==> src/rtl/dly_seq_ctrl.sv <==
// rtl/dly_seq_ctrl.sv - run controller for the tapped-delay marker datapath
//
// Generates a periodic marker for a latched number of frames, shifts it
// through a DEPTH-stage delay line, reports two tap coincidences, then
// drains the line and pulses done.
// Ports:
//   clk_i, rst_i          clock, asynchronous active-high reset
//   start_i               run request, sampled only in IDLE
//   stop_i                abort request, sampled only in RUN
//   period_i, hi_len_i    frame length / mark-high cycles per frame
//   n_frames_i            frames per run, 0 runs until stop
//   tap_a_i/b_i/c_i       delay-line taps, values >= DEPTH read as 0
//   busy_o                high in RUN and DRAIN
//   mark_o, valid_o       marker and its complement (RUN only)
//   y1_o, y2_o            line[a]&line[b], line[a]&line[c]
//   frame_cnt_o           frames completed in the current/last run
//   done_o, err_o         end-of-run pulse, rejected-start pulse
module dly_seq_ctrl #(
  parameter int PERIOD_W = 8,
  parameter int DEPTH    = 16,
  parameter int TAP_W    = 4,
  parameter int CNT_W    = 16
) (
  input  logic                clk_i,
  input  logic                rst_i,
  input  logic                start_i,
  input  logic                stop_i,
  input  logic [PERIOD_W-1:0] period_i,
  input  logic [PERIOD_W-1:0] hi_len_i,
  input  logic [CNT_W-1:0]    n_frames_i,
  input  logic [TAP_W-1:0]    tap_a_i,
  input  logic [TAP_W-1:0]    tap_b_i,
  input  logic [TAP_W-1:0]    tap_c_i,
  output logic                busy_o,
  output logic                mark_o,
  output logic                valid_o,
  output logic                y1_o,
  output logic                y2_o,
  output logic [CNT_W-1:0]    frame_cnt_o,
  output logic                done_o,
  output logic                err_o
);

  typedef enum logic [1:0] {S_IDLE, S_RUN, S_DRAIN} state_t;

  localparam int DC_W = (DEPTH > 1) ? $clog2(DEPTH) : 1;

  state_t              state_q;
  logic [PERIOD_W-1:0] phase_q, period_q, hi_len_q;
  logic [CNT_W-1:0]    n_frames_q, frame_cnt_q;
  logic [TAP_W-1:0]    tap_a_q, tap_b_q, tap_c_q;
  logic [DC_W-1:0]     drain_q;
  logic [DEPTH-1:0]    line_q;
  logic                busy_q, mark_q, valid_q, done_q, err_q;

  logic [PERIOD_W-1:0] phase_d;
  logic [CNT_W-1:0]    frame_cnt_d;
  logic [DEPTH-1:0]    line_d;
  logic                wrap, run_end, cfg_bad, mark_d;
  logic [(2**TAP_W)-1:0] line_ext;

  always_comb begin
    wrap        = (phase_q == period_q - 1'b1);
    phase_d     = wrap ? '0 : phase_q + 1'b1;
    frame_cnt_d = frame_cnt_q + 1'b1;
    mark_d      = (phase_d < hi_len_q);
    // The last-frame wrap and a stop both end the run; a coincident stop
    // still lets the wrap count the frame.
    run_end     = stop_i || (wrap && (n_frames_q != '0) && (frame_cnt_d == n_frames_q));
    cfg_bad     = (period_i < PERIOD_W'(2)) || (hi_len_i == '0) || (hi_len_i >= period_i);
    // Only RUN feeds the marker in; DRAIN and IDLE shift zeros so the
    // line is empty by the time the run reports done.
    line_d      = line_q << 1;
    line_d[0]   = (state_q == S_RUN) ? mark_q : 1'b0;
    // Zero-extend the line so out-of-range taps read constant 0.
    line_ext               = '0;
    line_ext[DEPTH-1:0]    = line_q;
  end

  always_ff @(posedge clk_i or posedge rst_i) begin
    if (rst_i) begin
      state_q     <= S_IDLE;
      phase_q     <= '0;
      period_q    <= '0;
      hi_len_q    <= '0;
      n_frames_q  <= '0;
      frame_cnt_q <= '0;
      tap_a_q     <= '0;
      tap_b_q     <= '0;
      tap_c_q     <= '0;
      drain_q     <= '0;
      line_q      <= '0;
      busy_q      <= 1'b0;
      mark_q      <= 1'b0;
      valid_q     <= 1'b0;
      done_q      <= 1'b0;
      err_q       <= 1'b0;
    end else begin
      done_q <= 1'b0;
      err_q  <= 1'b0;
      line_q <= line_d;
      case (state_q)
        S_IDLE: begin
          if (start_i) begin
            period_q   <= period_i;
            hi_len_q   <= hi_len_i;
            n_frames_q <= n_frames_i;
            tap_a_q    <= tap_a_i;
            tap_b_q    <= tap_b_i;
            tap_c_q    <= tap_c_i;
            if (cfg_bad) begin
              err_q <= 1'b1;
            end else begin
              state_q     <= S_RUN;
              phase_q     <= '0;
              frame_cnt_q <= '0;
              busy_q      <= 1'b1;
              // Phase 0 always has mark high since hi_len >= 1.
              mark_q      <= 1'b1;
              valid_q     <= 1'b0;
            end
          end
        end
        S_RUN: begin
          if (wrap) frame_cnt_q <= frame_cnt_d;
          if (run_end) begin
            state_q <= S_DRAIN;
            drain_q <= '0;
            mark_q  <= 1'b0;
            valid_q <= 1'b0;
          end else begin
            phase_q <= phase_d;
            mark_q  <= mark_d;
            valid_q <= ~mark_d;
          end
        end
        S_DRAIN: begin
          if (drain_q == DC_W'(DEPTH - 1)) begin
            state_q <= S_IDLE;
            busy_q  <= 1'b0;
            done_q  <= 1'b1;
          end else begin
            drain_q <= drain_q + 1'b1;
          end
        end
        default: state_q <= S_IDLE;
      endcase
    end
  end

  assign busy_o      = busy_q;
  assign mark_o      = mark_q;
  assign valid_o     = valid_q;
  assign y1_o        = line_ext[tap_a_q] & line_ext[tap_b_q];
  assign y2_o        = line_ext[tap_a_q] & line_ext[tap_c_q];
  assign frame_cnt_o = frame_cnt_q;
  assign done_o      = done_q;
  assign err_o       = err_q;

endmodule

==> config.mk <==
export PLATFORM = sky130hd
export DESIGN_NAME = dly_seq_ctrl
export DESIGN_NICKNAME = d
export VERILOG_FILES = /design/src/rtl/dly_seq_ctrl.sv
export SDC_FILE = /design/constraint.sdc
export NUM_CORES = 1
export LEC_CHECK = 0
export BUFFER_PORTS_ARGS = -buffer_cell sky130_fd_sc_hd__buf_2
export CORE_AREA = 3 3 152 154
export DETAILED_ROUTE_END_ITERATION = 10
export DIE_AREA = 0 0 155 157
export GPL_ROUTABILITY_DRIVEN = 0
export PLACE_DENSITY_LB_ADDON = 0.3
export SKIP_CTS_REPAIR_TIMING = 1
export SLEW_MARGIN = 20
export SYNTH_ARGS = -nofsm -noshare
export SYNTH_HDL_FRONTEND = slang
export SYNTH_SLANG_ARGS = --single-unit
==> constraint.sdc <==
create_clock -name clk_i -period 7.3 [get_ports clk_i]
set_clock_uncertainty 0.05 [all_clocks]
set_input_delay 1.095 -clock clk_i [delete_from_list [all_inputs] [get_ports clk_i]]
set_output_delay 1.095 -clock clk_i [all_outputs]
set_load 0.01 [all_outputs]
## After elaboration in Yosys (flattened, before gate mapping)

Index checks and enable logic that the tools add are counted.
Widths: inputs -> output; s select.

- Add/subtract/negate cells: 4
- Div/mod/pow operators: 0
- Shift-type cells: 0
- Bitwise gates (word level): 3
- $mul: 0
- Muxes and demuxes: 39
- Magnitude comparators: 6
- Eq/ne operators: 12
- Reduce and logical (&&, ||, !) cells: 18

Operators by type and width:

| operator | number |
|---|---|
| $mux 16 | 3 |
| $mux 8 | 4 |
| $pmux 16 s2 | 1 |
| $add 16x1->16 const B | 1 |
| $eq 16x16->1 | 1 |
| $mux 1 | 16 |
| $pmux 8 s2 | 1 |
| $reduce_and 4->1 | 4 |
| $reduce_bool 16->1 | 1 |
| $lt 4x5->1 const B | 3 |
| $ne 2x2->1 const B | 7 |
| $bmux 1 s4 | 3 |
| $add 8x1->8 const B | 1 |
| $eq 8x8->1 | 1 |
| $ge 8x8->1 | 1 |
| $logic_not 8->1 | 1 |
| $lt 8x2->1 const B | 1 |
| $lt 8x8->1 | 1 |
| $mux 2 | 4 |
| $mux 4 | 2 |
| $pmux 4 s2 | 1 |
| $sub 8x1->8 const B | 1 |
| $pmux 1 s2 | 3 |
| $pmux 2 s3 | 1 |
| 12 further kinds | 19 |

- Bits of input ports: 48
- Latch bits: 0
- Output and inout bits: 23
- Bits in registers: 95
- Memories: 0
- Bits in writable memories: 0
- Word-level logic and storage cells: 98
- ROM bits: 0

## Depth between registers and ports, before layout

- Word-level depth: 7
- Mapped depth: 17
- Depth with buffers taken out: 15

## Worst setup path after synthesis

No wires, ideal clock.

- Kind: register -> register
- Start: register period_q[0]
- End: register mark_q, in the netlist mark_o
- Clock period less this slack: 3686 ps
- Path buffers: 2
- Data arrival time: 3536 ps
- Data required time: 7149 ps
- Slack: 3614 ps
- Cell stages (with the launch flop): 17
- Setup time: 101 ps
- Path through: dfrtp_1 inv_1 ha_1 or3b_2 nor4_1 o2111ai_1 a2111oi_2 buf_6 buf_2 nor2_1 ha_1 and4_1 o2111ai_1 a21oi_1 a2111oi_0 o31ai_1 o32ai_1

- Longest elaborated chain between the ends: 7
- Elaborated cells between the ends (all ways): 9
- Those cells by class: add/sub (1); order compare (1); eq/ne (1); mux (3); reduce/logical (3)

Ends and longest elaborated chain:

| item | RTL line | RTL |
|---|---|---|
| start: declaration | 49 | `logic [PERIOD_W-1:0] phase_q, period_q, hi_len_q;` |
| start signal: assignment | 105 | `period_q <= period_i;` |
| $sub 8x1->8 * | 63 | `wrap = (phase_q == period_q - 1'b1);` |
| $eq 8x8->1 * | 63 |  |
| branches (longest 3 deep; another with $lt 8x8->1) | -- |  |
| $mux 1 * | 126 | `if (run_end) begin` |
| $pmux 1 s2 * | 102 | `case (state_q)` |
| end signal: assignment | 133 | `mark_q <= mark_d;` |
| end: declaration | 54 | `logic busy_q, mark_q, valid_q, done_q, err_q;` |

Every way passes the cells marked *.
A chain may end at the register's enable or synchronous reset.

## Final worst setup path

Same ends and word-level chain as after synthesis.

==> metrics <==
Post-Syn Nets 571; dpl cells 835; part of the power in registers 42.6%; critical-path cell list inv_1, ha_1, or3b_2, nor4_1, o2111ai_1, a2111oi_4, buf_4, nor2_1, ha_1, and4_1, o2111ai_1, a21oi_1, a2111oi_0, o31ai_1, o32ai_1; Non-Filler Instances 850; Hold Vio Cnt, Final 0; grt ovf 0; Starting Density 25.0%; IO Port Bufs 70; final wirelength 13.8 mm; post-route cell area 6370 µm²; Die Y 157 µm; Distinct cells, synth 63; predominant post-synthesis flop cell dfrtp_1; row count 54; grt met2 use 18.8%; maximum clock frequency 245 MHz; Die X 155 µm; largest net degree at the start of global routing 54; crit path time final 4080 ps; # diodes 0; core area 21800 µm²; Hold/Removal Path Class reg -> reg; TritonCTS Buffers 9; GRT Resource Usage Total 11.8%; ANT nets after route 0; Synth Instances 504; drt drc 0; met1 usage 15.9%; Synth Warn # 0; vias in the first global route 4279; Comb power frac 34.9%; max_slew headroom 55.2%; Layout area overhead 17.0%; most instantiated library cell after synthesis dfrtp_1; Post-synth top cells dfrtp_1 (95), nand2_1 (38), mux2_2 (35); final period utilization 55.9%; met3 Resource Use GR 2.89%; Hold Slack 365 ps; number of synthesized flops with an enable pin 0; total number of vias 4197; top cell type's share of synthesized area 43.6%; drt first-iter violations 246; actual slew at the worst max-slew pin 666 ps; top post-synthesis cells by area dfrtp_1 (44%), mux2_2 (7.2%), mux4_2 (6.2%), ha_1 (4.4%), xnor2_1 (2.9%); setup TNS 0 ps; outcome finished clean; buffers and inverters on the worst path 2; fin. max-slew vios 0; Layout fillers 2270; root buf cell clkbuf_16; wire per inst 16.2 µm; Max VDD drop 0.000148 V; layout cells sized above 1 27.7%; Detailed Place HPWL 10.4 mm; vias per cell 4.94; overall die area 24300 µm²; most utilized layer in the global route result met2; Clock Latency Late Sink 350 ps; CP endpoint kind flop; sequential fraction of the synthesis area 43.6%; CTS H-tree depth 3; PD cells 354 nW/µm²; reg-to-reg slack, setup 3220 ps; Max Cap Viol 0; Worst path max stage delay 470 ps; clk buf depth 2; Startpoint Class flop; Synth async-reset ratio 100%; Ports 71; area of the multi-input gates 2850 µm²; TritonRoute pass-1 iters 4; critical path required time 7500 ps; Layout Nets 633; Clock Power Share 22.6%; CP max FO 20; CP arrival 4280 ps; Final setup violation count 0; antenna violations before repair 0; Avg Cell Area, Syn 10.8 µm²; WS Path Type reg -> reg; largest area contributor in the netlist dfrtp_1; switch share 36.4%; crit path max-delay cell type or3b_2; CTS tree yes; Placed Area 6050 µm²; Mapped Area 5450 µm²; clk sinks 95; first-pass GRT wire length 23.3 mm; Pleak 2.76 nW; Cell Int Power 1.44 mW; Crit path max-delay family compound AO/OA/AOI/OAI gates; Clock Pin Slew Worst Setup and Hold Paths 70 ps; switching power 821 µW; register area 2380 µm²; RSZ-0062 raised after global routing no; Seq cells post-synth 95
[area by class of cell]
type,instances,share of cell area (%)
flip-flops and latches,95,37.3
multi-input cells,360,44.7
repair buffers,74,5.97
clock inverters,6,1.45
inverters,26,1.57
well taps,280,5.50
clock buffers,9,3.53
[power by group through the flow]
stage          Sequential [mW]  Clock (mW)  Combinational, mW
6_report                 0.960       0.510              0.787
5_1_grt                  0.996       0.549              0.877
4_1_cts                  0.962       0.531              0.794
2_1_floorplan            0.881           0              0.638
3_5_place_dp             0.969           0              0.790
3_3_place_gp             0.958           0              0.768
[state kept, by name, summed over array words and instances (netlist names)]
name         flops
busy_o           1
done_o           1
drain_q          4
err_o            1
frame_cnt_o     16
hi_len_q         8
line_ext        16
mark_o           1
n_frames_q      16
period_q         8
phase_q          8
state_q          2
tap_a_q          4
tap_b_q          4
tap_c_q          4
valid_o          1
[worst paths after layout]
kind / startpoint / endpoint / depth (start not counted)
max in group asynchronous: rst_i / tap_a_q[0] / 3
setup / recovery: period_q[0] / mark_o / 15
min in group asynchronous: rst_i / frame_cnt_o[14] / 2
setup reg to reg: period_q[0] / mark_o / 15
hold reg to reg: line_ext[11] / line_ext[12] / 0
hold / removal: line_ext[11] / line_ext[12] / 0
[through the flow]
step           utilization [%]  setup WS [ps]  total power [mW]
3_3_place_gp              27.7           3550              1.73
3_5_place_dp              27.7           3370              1.76
5_1_grt                   29.2           3060              2.42
4_1_cts                   29.2           3340              2.29
2_1_floorplan                -           3610              1.52
6_report                  29.2           3220              2.26
[logic make-up after synthesis]
group,count (synthesis),share of synthesized area [%]
AND/OR/NAND/NOR,152,15.5
AO/OA/AOI/OAI,106,13.2
flip-flops,95,43.6
multiplexers,50,13.4
buffers and inverters,49,4.41
XOR/XNOR,33,5.44
adder cells (fa/ha/maj),19,4.36
[layer usage]
layer	vias up	part of all wire (%)
li1	1986	-
met3	16	5.7
met4	0	1.5
met5	-	0
met1	2091	47
met2	104	46
[placed cells by master, fill, tap and decap left out, types with 14 or more instances in the layout]
cell      n
xnor2_1  18
dfrtp_1  95
inv_1    25
buf_2    70
a21oi_1  19
nor2_1   19
ha_1     19
mux2_2   35
nand2_1  38
mux4_2   15
nand3_1  16
xor2_1   14
o21ai_0  31
[worst register-to-register path, cell delays in order, from the launching register on]
cell and delay [ps]:
dfrtp_1 430, inv_1 100, ha_1 210, or3b_2 470, nor4_1 250, o2111ai_1 180
a2111oi_4 210, buf_4 300, nor2_1 110, ha_1 310, and4_1 220, o2111ai_1 150
a21oi_1 60, a2111oi_0 450, o31ai_1 180, o32ai_1 320
Note: power is estimated with default switching activity, not from simulation.
